## src/rtl/booth_mult_seq_if.sv

```systemverilog
// Operand/result handshake bundle for the sequential Booth multiplier.
// The master drives operands and consumes the product; the slave is the multiplier.
interface booth_mult_seq_if #(
  parameter int WIDTH = 8
);
  logic               in_valid;
  logic               in_ready;
  logic [WIDTH-1:0]   a;
  logic [WIDTH-1:0]   b;
  logic               is_signed;
  logic               out_valid;
  logic               out_ready;
  logic [2*WIDTH-1:0] product;
  logic               busy;

  modport master (
    output in_valid, a, b, is_signed, out_ready,
    input  in_ready, out_valid, product, busy
  );

  modport slave (
    input  in_valid, a, b, is_signed, out_ready,
    output in_ready, out_valid, product, busy
  );
endinterface

```

## src/rtl/booth_mult_seq.sv

```systemverilog
// Sequential radix-2 Booth multiplier: one add/sub-and-shift step per clock on
// (WIDTH+1)-bit extended operands, result held until the consumer accepts it.
module booth_mult_seq #(
  parameter int WIDTH = 8,
  parameter int CNT_W = $clog2(WIDTH+2)
) (
  input logic             clk,
  input logic             rst_n,
  booth_mult_seq_if.slave bus
);
  typedef enum logic [1:0] {IDLE, CALC, DONE} state_t;

  state_t             state, state_n;
  logic [WIDTH:0]     acc, q, m;
  logic               q_m1;
  logic [CNT_W-1:0]   cnt;
  logic [2*WIDTH-1:0] prod_q;

  logic [WIDTH:0]     sum, acc_sh, q_sh;
  logic               last;

  // Booth recoding of {Q[0], q_-1}; WIDTH+1 bit wrap-around is exact here
  always_comb begin
    sum = acc;
    case ({q[0], q_m1})
      2'b01:   sum = acc + m;
      2'b10:   sum = acc - m;
      default: sum = acc;
    endcase
  end

  assign acc_sh = {sum[WIDTH], sum[WIDTH:1]};
  assign q_sh   = {sum[0], q[WIDTH:1]};
  assign last   = (cnt == CNT_W'(WIDTH));

  always_comb begin
    state_n = state;
    case (state)
      IDLE:    if (bus.in_valid)  state_n = CALC;
      CALC:    if (last)          state_n = DONE;
      DONE:    if (bus.out_ready) state_n = IDLE;
      default: state_n = IDLE;
    endcase
  end

  always_ff @(posedge clk or negedge rst_n) begin
    if (!rst_n) begin
      state  <= IDLE;
      acc    <= '0;
      q      <= '0;
      q_m1   <= 1'b0;
      m      <= '0;
      cnt    <= '0;
      prod_q <= '0;
    end else begin
      state <= state_n;
      case (state)
        IDLE: if (bus.in_valid) begin
          acc  <= '0;
          q    <= {bus.is_signed & bus.b[WIDTH-1], bus.b};
          m    <= {bus.is_signed & bus.a[WIDTH-1], bus.a};
          q_m1 <= 1'b0;
          cnt  <= '0;
        end
        CALC: begin
          acc  <= acc_sh;
          q    <= q_sh;
          q_m1 <= q[0];
          cnt  <= cnt + 1'b1;
          // {acc,q} is 2*WIDTH+2 bits; the top two are pure sign extension
          if (last) prod_q <= {acc_sh[WIDTH-2:0], q_sh};
        end
        default: ;
      endcase
    end
  end

  assign bus.in_ready  = (state == IDLE);
  assign bus.out_valid = (state == DONE);
  assign bus.busy      = (state != IDLE);
  assign bus.product   = prod_q;
endmodule

```

## src/flat_wrapper.sv

```systemverilog
// flat-port wrapper written by rule: the top's interface ports become plain ports
module booth_mult_seq_flat 
#(
  parameter int WIDTH = 8,
  parameter int CNT_W = $clog2(WIDTH+2)
)
  (clk, rst_n, bus_in_valid, bus_a, bus_b, bus_is_signed, bus_out_ready, bus_in_ready, bus_out_valid, bus_product, bus_busy);
  booth_mult_seq_if #(.WIDTH(WIDTH)) bus_i ();
  input logic clk;
  input logic rst_n;
  input wire logic [$bits(bus_i.in_valid)-1:0] bus_in_valid;
  input wire logic [$bits(bus_i.a)-1:0] bus_a;
  input wire logic [$bits(bus_i.b)-1:0] bus_b;
  input wire logic [$bits(bus_i.is_signed)-1:0] bus_is_signed;
  input wire logic [$bits(bus_i.out_ready)-1:0] bus_out_ready;
  output wire logic [$bits(bus_i.in_ready)-1:0] bus_in_ready;
  output wire logic [$bits(bus_i.out_valid)-1:0] bus_out_valid;
  output wire logic [$bits(bus_i.product)-1:0] bus_product;
  output wire logic [$bits(bus_i.busy)-1:0] bus_busy;
  assign bus_i.in_valid = bus_in_valid;
  assign bus_i.a = bus_a;
  assign bus_i.b = bus_b;
  assign bus_i.is_signed = bus_is_signed;
  assign bus_i.out_ready = bus_out_ready;
  assign bus_in_ready = bus_i.in_ready;
  assign bus_out_valid = bus_i.out_valid;
  assign bus_product = bus_i.product;
  assign bus_busy = bus_i.busy;
  booth_mult_seq #(.WIDTH(WIDTH), .CNT_W(CNT_W)) u_core (.clk(clk), .rst_n(rst_n), .bus(bus_i));
endmodule
```

## config.mk

```make
export PLATFORM = sky130hd
export DESIGN_NAME = booth_mult_seq_flat
export DESIGN_NICKNAME = d
export VERILOG_FILES = /design/src/rtl/booth_mult_seq_if.sv /design/src/rtl/booth_mult_seq.sv /design/src/flat_wrapper.sv
export SDC_FILE = /design/constraint.sdc
export NUM_CORES = 1
export LEC_CHECK = 0
export ABC_AREA = 1
export CAP_MARGIN = 20
export CORE_ASPECT_RATIO = 1.2
export CORE_MARGIN = 5
export CORE_UTILIZATION = 61
export CTS_BUF_LIST = sky130_fd_sc_hd__clkbuf_4 sky130_fd_sc_hd__clkbuf_8
export DETAILED_ROUTE_END_ITERATION = 10
export GPL_TIMING_DRIVEN = 0
export PLACE_DENSITY = 0.88
export SLEW_MARGIN = 30
export SYNTH_ARGS = -nofsm -noshare
export SYNTH_HDL_FRONTEND = slang
export SYNTH_SLANG_ARGS = --single-unit
```

## constraint.sdc

```tcl
create_clock -name clk -period 5.3 [get_ports clk]
set_clock_uncertainty 0.05 [all_clocks]
set_input_delay 1.06 -clock clk [delete_from_list [all_inputs] [get_ports clk]]
set_output_delay 1.06 -clock clk [all_outputs]
set_load 0.02 [all_outputs]
```

# == Word level (Yosys, flattened, before mapping) ==
# Index checks and enable logic that the tools add are counted.
# totals
ff_bits,50
latch_bits,0
ramBits,0
romBits,0
output_inout_bits,19
word_cells,40
mem_count,0
# classes
add_sub_neg,3
mul,0
n_div,0
order_cmp,0
eq_ne,8
shifts,0
mux,13
bitwise,2
n_reduce_logical,7
# ops
cell,n
9-bit one-hot mux with 2 select lines,3
9-bit two-way mux,2
9-bit adder,1
9-bit subtractor,1
4-bit one-hot mux with 2 select lines,1
2-bit two-way mux,3
2-bit one-hot mux with 3 select lines,1
2-bit AND reduction,3
"4-bit by 1-bit adder with 4-bit output, second input constant",1
"2-bit by 1-bit == test with 1-bit output, second input constant",2
"2-bit == test, second input constant",2
"4-bit == test, second input constant",1
4-bit two-way mux,1
"2-bit inequality test, second input constant",2
2-bit nonzero test,2
3-bit AND reduction,1
1-bit bitwise AND,2
2-bit zero test,1
"2-bit by 1-bit inequality test with 1-bit output, second input constant",1
1-bit one-hot mux with 2 select lines,1
1-bit two-way mux,1

# == Depth between registers and ports, before layout ==
# Gate-level depths: netlist of run 1.
# depth
word_depth,3
ltp_mapped,17
depth_no_buf,17

# == Worst setup path after synthesis of run 1 ==
# OpenSTA, ideal clock, no wires.
# synth_path
path_kind,flip-flop to flip-flop
start,register u_core.m[0]
end,register u_core.acc[6]
setup_ns,0.117
arrival_time_ns,2.096
required_time_ns,5.133
path_slack_ns,3.036
path_stages_with_launch,17
period_less_slack_ns,2.264
cell_sequence,dfrtp_1 inv_1 ha_1 nand2_1 o21ai_1 o21ai_0 xor2_1 inv_1 ha_1 nand2_1 inv_1 a21oi_1 nand2_1 nand2_1 nand3_1 nand3_1 nand2_1
# synth_between
elab_chain_cells,3
# synth_rtl
item,line,source
start: declaration,booth_mult_seq.sv:14,"logic [WIDTH:0] acc, q, m;"
start signal: assignment,booth_mult_seq.sv:61,"m <= {bus.is_signed & bus.a[WIDTH-1], bus.a};"
9-bit subtractor or 9-bit adder (tied branches),"booth_mult_seq.sv:27, booth_mult_seq.sv:26",
9-bit one-hot mux with 2 select lines (*),booth_mult_seq.sv:25,"case ({q[0], q_m1})"
9-bit one-hot mux with 2 select lines (*),booth_mult_seq.sv:57,case (state)
end signal: assignment,booth_mult_seq.sv:66,acc <= acc_sh;
end: declaration,booth_mult_seq.sv:14,
# Mark *: on every way between the ends. The rest lies on a longest branch, timed or not.
# A chain may end at the register's enable or synchronous reset.

# == Final worst setup path of run 1 ==
# layout_path
start,register u_core.state[0]
end,output bus_in_ready
# layout_between
elab_chain_cells,1
# layout_rtl
item,line,source
start: declaration,booth_mult_seq.sv:13,"state_t state, state_n;"
start signal: assignment,booth_mult_seq.sv:56,state <= state_n;
2-bit zero test,booth_mult_seq.sv:78,assign bus.in_ready = (state == IDLE);
end: declaration,flat_wrapper.sv:16,output wire logic [$bits(bus_i.in_ready)-1:0] bus_in_ready;
# Every way passes these cells.

==> flow_summary.yaml, run 1 <==
outcome:
  outcome: "complete, no violations"
detailed_routing:
  drt_iter0_drc: 125
  wl_per_cell_um: 13.0
  drt_pass1_iterations: 4
  drc: 0
  routed_wl_mm: 5.74
  drt-vias-per-instance: 5.19
  num_vias: 2288
  ant_nets: 0
synth:
  yosys.area_share.simple: 0.242
  ys_ff_latch: 49
  muxShareOfSynthArea: 0
  seq_area_frac_synth: 0.437
  synth_fp_nets: 372
  synth_compound_area_frac: 0.138
  synth_top_family_by_area: "simple AND/OR/NAND/NOR gates"
  synth_cells: 338
  synthAdderAreaFrac: 0.0607
  synth_xor_area_frac: 0.0250
  avgSynthCellArea_um2: 8.30
  mappedNetlistArea_um2: 2810
  ys_types: 32
  yosys_warnings: 0
sta:
  finalMaxSlewViolations: 0
  max_freq_ghz: 0.379
  hold_viol_final: 0
  maxSlewHeadroom: 0.593
  fin_crit_sh: 0.497
  rsz0062_at_grt: "no"
  worst_pin_slew_ns: 0.610
  layout_min_cycle_time_ns: 2.64
  setup_violations: 0
  finalSetupTns_ns: 0
worst_setup_path:
  critical_path_class: "flip-flop to primary output"
  critPathArrivalTime_ns: 1.53
  cp-start-kind: "flip-flop"
  crit_fanout: 4
  cp.required_ns: 4.19
  end_kind: "primary output"
cts:
  clkTransAtPathRegs_ns: 0.08
  htree_levels: 2
  cts_tree: "yes"
  post-cts-setup-buffers: 0
  clk_latency_ns: 0.30
  cts_resized: 0
  cts_buffers: 5
  cts_buffer_depth: 2
  cts_hold_buffers: 0
  clock_sinks: 49
  cts_root_buf: "clkbuf_8"
global_route:
  antenna_found_initial: 0
  grt_use_total: 0.208
  grt_pass1_wl_mm: 10.1
  grt_overflow: 0
  grt_pass1_vias: 2262
  grt_max_degree: 50
floorplanning:
  core_um2: 4530
  num_rows: 27
  die_w_um: 71.9
  die_area_um2: 6060
  die_y_um: 84.3
  start_util: 0.620
  io_pins: 40
cells_and_area:
  fin_cells: 441
  area_delta_synth_final_pct: 19.0
  antenna_cells: 0
  drive_above_1_share: 0.125
  design_area_um2: 3340
  nNetsFinal: 418
  most-common-layout-cells: "nand2_1 (109), dfrtp_1 (49), inv_1 (45)"
  utilization: 0.738
  mostFrequentLayoutCell: "nand2_1"
placement:
  dp_hpwl_mm: 4.41
  dpl_cell_area_um2: 3270
  dp.cells: 435
  io_buffers: 39
  gp_congestion: 0.825
worst_hold_path:
  hp-class: "flip-flop to flip-flop"
run:
  cap_viol_max_count: 0
[final timing paths]
check / from / to / slack (ns) / depth (start not counted)
setup / recovery: u_core.state[0] / bus_in_ready / 2.66 / 2
max in group asynchronous: rst_n / u_core.acc[0] / 4.07 / 1
min in group asynchronous: rst_n / u_core.bus.product[4] / 0.71 / 1
hold / removal: u_core.bus.product[14] / u_core.bus.product[14] / 0.43 / 2
hold reg to reg: u_core.bus.product[14] / u_core.bus.product[14] / 0.43 / 2
setup reg to reg: u_core.q_m1 / u_core.bus.product[15] / 2.73 / 16
[registers in the layout, indices dropped and copies added, names as in the netlist]
signal	count
u_core.state	2
u_core.bus.product	16
u_core.cnt	4
u_core.acc	8
u_core.q_m1	1
u_core.m	9
u_core.q	9
[stage by stage]
| stage | hold slack (ns) | setup WS, ns |
|---|---|---|
| after detailed placement | 0.415 | 2.75 |
| after global routing | 0.460 | 2.46 |
| after floorplan | 0.419 | 3.04 |
| final | 0.430 | 2.66 |
| after CTS | 0.435 | 2.65 |
| after global placement | 0.409 | 1.79 |
[worst max-delay path, stage by stage, from the launching register on]
cell and delay (ns):
dfrtp_1 0.46, nor2_4 0.16, clkdlybuf4s50_1 0.62
[Yosys cell counts]
library cell,count,area share
a21oi_1,5,0.0089
a221oi_2,4,0.021
a22oi_1,1,0.0027
buf_2,4,0.0071
buf_6,5,0.020
dfrtp_1,49,0.44
fa_1,1,0.0071
ha_1,12,0.054
inv_1,45,0.060
inv_2,4,0.0054
inv_4,2,0.0045
nand2_1,109,0.15
nand2_2,1,0.0022
nand2_4,1,0.0040
nand3_1,25,0.045
nand3b_1,2,0.0054
nand4_1,1,0.0022
nor2_1,8,0.011
nor2_4,2,0.0080
nor2_8,1,0.0071
nor3_1,4,0.0071
o211ai_1,4,0.011
o211ai_2,1,0.0045
o21ai_0,15,0.027
o21ai_1,5,0.0089
o21ai_2,12,0.037
o21bai_1,1,0.0027
o22ai_2,2,0.0089
o31ai_1,2,0.0054
or2_2,2,0.0045
xnor2_1,3,0.0094
xor2_1,5,0.016
[layout make-up]
cell class | instances | area, um^2
plain buffers | 9 | 76.3
clock buffers | 5 | 68.8
clock inverters | 1 | 5.00
fillers | 337 | 1190
inverters | 51 | 196
multi-input cells | 229 | 1310
flip-flops and latches | 49 | 1230
well taps | 58 | 72.6
repair buffers | 39 | 388
[cells by family (layout without fill, tap and decap cells)]
kind of cell,Yosys count,count (layout)
AND/OR/NAND/NOR,156,156
flip-flops,49,49
AO/OA/AOI/OAI,52,52
XOR/XNOR,8,8
adder cells (fa/ha/maj),13,13
buffers and inverters,60,105
[per-layer routing]
layer / GRT usage / share of wire / wire, um / vias up
met5: 0 / 0 / 0 / -
met4: 0.0769 / 0.026 / 148 / 0
met3: 0.0443 / 0.045 / 258 / 13
met2: 0.358 / 0.51 / 2930 / 44
met1: 0.253 / 0.42 / 2390 / 1064
li1: - / - / - / 1167
Power of run 1 is left out: the tool's default activity adds up to more than one toggle a clock period on the data nets, which glitch-free logic cannot reach.
==> run 2: changes to the inputs <==
--- a/config.mk
+++ b/config.mk
@@ -9,11 +9,11 @@
 export CAP_MARGIN = 20
 export CORE_ASPECT_RATIO = 1.2
 export CORE_MARGIN = 5
-export CORE_UTILIZATION = 61
+export CORE_UTILIZATION = 56
 export CTS_BUF_LIST = sky130_fd_sc_hd__clkbuf_4 sky130_fd_sc_hd__clkbuf_8
 export DETAILED_ROUTE_END_ITERATION = 10
 export GPL_TIMING_DRIVEN = 0
-export PLACE_DENSITY = 0.88
+export PLACE_DENSITY = 0.82
 export SLEW_MARGIN = 30
 export SYNTH_ARGS = -nofsm -noshare
 export SYNTH_HDL_FRONTEND = slang
==> constraint.sdc (replaced) <==
create_clock -name clk -period 2.5 [get_ports clk]
set_clock_uncertainty 0.05 [all_clocks]
set_input_delay 0.5 -clock clk [delete_from_list [all_inputs] [get_ports clk]]
set_output_delay 0.5 -clock clk [all_outputs]
set_load 0.02 [all_outputs]
==> run 2 against run 1 <==
Net effect:
- non-clock buffer count up 1
- core utilization down 3.2 points
- final cell count up 1.1%
- hold slack worse by 0.28 ns
- sequential cell count unchanged
- count of clock-buffer cells in the layout up 2
- sequential share of layout area down 1.3 points
- design area up 3.6%
- via count up 0.87%
- highest routed layer unchanged
==> flow_summary.yaml, run 2 (synthesized netlist as in run 1, its figures left out) <==
detailed_routing:
  ant_nets: 0
  num_vias: 2308
  wl_per_cell_um: 13.7
  drt_iter0_drc: 153
  routed_wl_mm: 6.09
  drt-vias-per-instance: 5.17
  drt_pass1_iterations: 4
  drc: 0
worst_setup_path:
  cp-start-kind: "flip-flop"
  reg2reg_slack_ns: 0.18
  path_cells: "inv_1 > ha_2 > nand2_1 > o21ai_2 > o21ai_1 > xor2_1 > inv_1 > ha_4 > nand2_1 > inv_1 > a21oi_2 > nand2_1 > nand2_1 > nand3_1 > nand3_1 > nand2_1"
  cp.required_ns: 2.64
  crit_fanout: 5
  slowest_stage: "dfrtp_1"
  critical_path_class: "flip-flop to flip-flop"
  reg2reg_depth: 16
  critPathArrivalTime_ns: 2.46
  r2r_start: "u_core.m[1]"
  path_common_cell: "nand2_1"
  end_kind: "flip-flop"
  max_stage_delay_ns: 0.39
  critPathLaunch: "u_core.m[1]"
  worstReg2RegEnd: "u_core.bus.product[15]"
cells_and_area:
  largest_reg_flops: 16
  area_delta_synth_final_pct: 23.4
  mostFrequentLayoutCell: "nand2_1"
  most-common-layout-cells: "nand2_1 (109), dfrtp_1 (49), inv_1 (44)"
  nFillCells: 379
  fin_cells: 446
  antenna_cells: 0
  drive_above_1_share: 0.158
  nNetsFinal: 419
worst_hold_path:
  hp-class: "primary input to asynchronous set/reset pin"
placement:
  dp.cells: 437
  io_buffers: 39
  gp_congestion: 0.895
  dp_hpwl_mm: 4.48
cts:
  htree_levels: 2
  cts_root_buf: "clkbuf_8"
  cts_buffer_depth: 2
  clkTransAtPathRegs_ns: 0.08
  cts_buffers: 5
  clock_sinks: 49
  cts_tree: "yes"
  clk_latency_ns: 0.30
floorplanning:
  io_pins: 40
  core_um2: 4900
  num_rows: 28
  start_util: 0.572
  die_y_um: 87.5
  die_w_um: 74.6
  die_area_um2: 6530
sta:
  layout_min_cycle_time_ns: 2.32
  hold_viol_final: 0
  worst_pin_slew_ns: 0.602
  setup_violations: 0
  finalMaxSlewViolations: 0
  max_freq_ghz: 0.432
  maxSlewHeadroom: 0.599
  fin_crit_sh: 0.926
global_route:
  grt_overflow: 0
  antenna_found_initial: 0
  grt_max_degree: 50
  grt_pass1_wl_mm: 10.0
  grt_pass1_vias: 2264
  grt_use_total: 0.200
outcome:
  outcome: "complete, no violations"
run:
  cap_viol_max_count: 0
## run 2: cell types whose count changed in the layout (fill, tap and decap cells not counted), moves of 2 or more
cell / change
ha_1: -4
a21oi_1: -2
a21oi_2: +2
ha_2: +2
ha_4: +2
o21ai_0: -2
## run 2: worst max path at each step
| stage | to | cells past startpoint | slack (ns) |
|---|---|---|---|
| floorplan | u_core.acc[6] | 16 | 0.24 |
| global placement | u_core.bus.product[3] | 1 | -0.49 |
| detailed placement | u_core.bus.product[15] | 16 | -0.04 |
| CTS | u_core.bus.product[15] | 16 | 0.07 |
| global route | u_core.acc[6] | 16 | -0.07 |
| finish | u_core.bus.product[15] | 16 | 0.18 |
## run 2: per-layer routing
layer,global-route usage,wire (um),vias up
met5,0,0,-
met4,0.0696,91,0
met2,0.360,3220,41
met1,0.234,2580,1088
li1,-,-,1170
met3,0.0367,193,9
## run 2: final cells by class
cell class / instances / area, um^2 / share of cell area
tap: 60 / 75.1 / 0.0217
sequential: 49 / 1230 / 0.354
inverter: 51 / 196 / 0.0568
buffer: 9 / 76.3 / 0.0221
multi-input combinational: 229 / 1370 / 0.396
timing repair buffer: 40 / 395 / 0.114
clock inverter: 1 / 30.0 / 0.00868
clock buffer: 7 / 90.1 / 0.0260
## run 2: critical path: cells and delay by family, from the launching register on
kind,cells,cell delay [ns]
and+or+nand+nor,7,0.53
xor gates and xnor gates,1,0.15
buffers and inverters,3,0.24
adders and majority gates,2,0.40
AOI/OAI and AO/OA,3,0.43
DFF,1,0.39
## run 2: repair_timing
| item | CTS | global route |
|---|---|---|
| setup buffers | 0 | 1 |
| hold buffers | 0 | 0 |
| resized for setup | 3 | 10 |
| pin swaps | 0 | 2 |
| setup endpoints to repair | 2 | 5 |
## run 2: stage by stage
step / setup WS, ns / cell area, um^2 / util / hold WS [ns] / setup TNS, ns
floorplan: 0.236 / 2810 / - / 0.154 / 0
global placement: -0.486 / 3270 / 0.667 / 0.408 / -23.71
detailed placement: -0.0393 / 3270 / 0.666 / 0.414 / -0.0699
CTS: 0.0682 / 3390 / 0.692 / 0.176 / 0
global route: -0.0672 / 3460 / 0.706 / 0.207 / -0.138
finish: 0.184 / 3460 / 0.706 / 0.148 / 0
Power of run 2 is left out for the same reason.
==> run 3: changes to the inputs <==
--- a/config.mk
+++ b/config.mk
@@ -6,9 +6,7 @@
 export NUM_CORES = 1
 export LEC_CHECK = 0
 export ABC_AREA = 1
-export CAP_MARGIN = 20
 export CORE_ASPECT_RATIO = 1.2
-export CORE_MARGIN = 5
 export CORE_UTILIZATION = 56
 export CTS_BUF_LIST = sky130_fd_sc_hd__clkbuf_4 sky130_fd_sc_hd__clkbuf_8
 export DETAILED_ROUTE_END_ITERATION = 10
==> run 3 against run 2 <==
Net effect:
- via count grew 2.1%
- sequential cell count did not move
- hold slack got worse by 0.00066 ns
- largest cell class unchanged
==> flow_summary.yaml, run 3 (synthesized netlist as in run 1, its figures left out) <==
cts:
  clock_sinks: 49
  cts_buffers: 5
  cts_buffer_depth: 2
  clk_latency_ns: 0.30
  htree_levels: 2
  cts_tree: "yes"
  cts_root_buf: "clkbuf_8"
  clkTransAtPathRegs_ns: 0.08
  cts_hold_buffers: 0
cells_and_area:
  mostFrequentLayoutCell: "nand2_1"
  area_delta_synth_final_pct: 23.2
  nFillCells: 370
  regArea_um2: 1230
  nNetsFinal: 421
  largest_reg_flops: 16
  most-common-layout-cells: "nand2_1 (108), dfrtp_1 (49), inv_1 (44)"
  antenna_cells: 0
  multi_input_area_um2: 1360
  drive_above_1_share: 0.165
global_route:
  grt_max_degree: 50
  grt_overflow: 0
  grt_pass1_wl_mm: 9.86
  antenna_found_initial: 0
  grt_pass1_vias: 2247
  grt_use_total: 0.247
worst_setup_path:
  critPathArrivalTime_ns: 2.57
  reg2reg_slack_ns: 0.08
  cp.required_ns: 2.65
  crit_fanout: 5
  end_kind: "flip-flop"
  cp-start-kind: "flip-flop"
  worstReg2RegEnd: "u_core.acc[6]"
  reg2reg_depth: 15
  r2r_start: "u_core.m[0]"
  critical_path_class: "flip-flop to flip-flop"
detailed_routing:
  dr_wl_met2_mm: 3.07
  drt-vias-per-instance: 5.28
  wl_met1_mm: 2.48
  wl_per_cell_um: 13.3
  routed_wl_mm: 5.95
  num_vias: 2356
  drc: 0
  ant_nets: 0
  wl_met3_um: 319
  highest_layer: "met4"
  drt_iter0_drc: 115
  drt_pass1_iterations: 4
floorplanning:
  start_util: 0.597
  die_y_um: 79.5
  num_rows: 27
  core_um2: 4700
  io_pins: 40
  die_area_um2: 5300
  die_w_um: 66.6
sta:
  max_freq_ghz: 0.413
  hold_viol_final: 0
  setup_violations: 0
  finalMaxSlewViolations: 0
  timing.final.ws_setup_ns: 0.0762
  fin_crit_sh: 0.970
  worst_pin_slew_ns: 0.609
  maxSlewHeadroom: 0.594
  layout_min_cycle_time_ns: 2.42
worst_hold_path:
  hp-class: "primary input to asynchronous set/reset pin"
outcome:
  outcome: "complete, no violations"
placement:
  dp_slack_ns: -0.0483
  dp_hpwl_mm: 4.32
  io_buffers: 39
  gp_congestion: 0.868
run:
  cap_viol_max_count: 0
==> run 3: per-layer routing <==
layer  global-route usage  vias to the layer above
met5                    0                        -
met1                0.299                     1097
met2                0.431                       74
li1                     -                     1175
met3               0.0371                       10
met4                0.102                        0
==> run 3: what timing repair did <==
item | CTS | global route
pin swaps | 0 | 2
buffers inserted | 0 | 3
endpoints found under the setup margin | 2 | 5
gates resized for setup | 2 | 10
cloned | 0 | 0
==> run 3: critical path: stages, from the launching register on <==
cell,delay (ns)
dfrtp_1,0.41
inv_2,0.08
ha_1,0.16
nand2_1,0.09
o21ai_2,0.22
o21ai_0,0.15
xor2_1,0.14
inv_1,0.08
ha_4,0.29
nand2_1,0.07
nor2_1,0.15
nand2_1,0.10
nand3_1,0.07
nand3_1,0.10
nand3_1,0.09
nand2_1,0.05
==> run 3: how the worst max path moves through the flow <==
stage                 from                endpoint
6_report       u_core.m[0]           u_core.acc[6]
5_1_grt        u_core.m[1]           u_core.acc[6]
4_1_cts        u_core.m[0]  u_core.bus.product[15]
3_5_place_dp   u_core.q_m1  u_core.bus.product[15]
3_3_place_gp         rst_n  u_core.bus.product[15]
2_1_floorplan  u_core.m[0]           u_core.acc[6]
==> run 3: per-stage QoR <==
step | setup TNS (ns) | cells | util | cell area (um^2) | hold slack (ns)
finish | 0 | 446 | 0.736 | 3460 | 0.148
global route | -0.435 | 446 | 0.736 | 3460 | 0.207
detailed placement | -0.0956 | 435 | 0.695 | 3270 | 0.410
floorplan | 0 | 338 | - | 2810 | 0.154
CTS | 0 | 443 | 0.722 | 3390 | 0.183
global placement | -24.38 | 435 | 0.696 | 3270 | 0.408
==> run 3: area by class of cell <==
cell class	count	area share
Tap cell	58	0.0210
Inverter	51	0.0568
Multi-Input combinational cell	229	0.392
Clock buffer	7	0.0261
Timing Repair Buffer	42	0.119
Buffer	9	0.0221
Sequential cell	49	0.355
Clock inverter	1	0.00869
Power of run 3 is left out for the same reason.
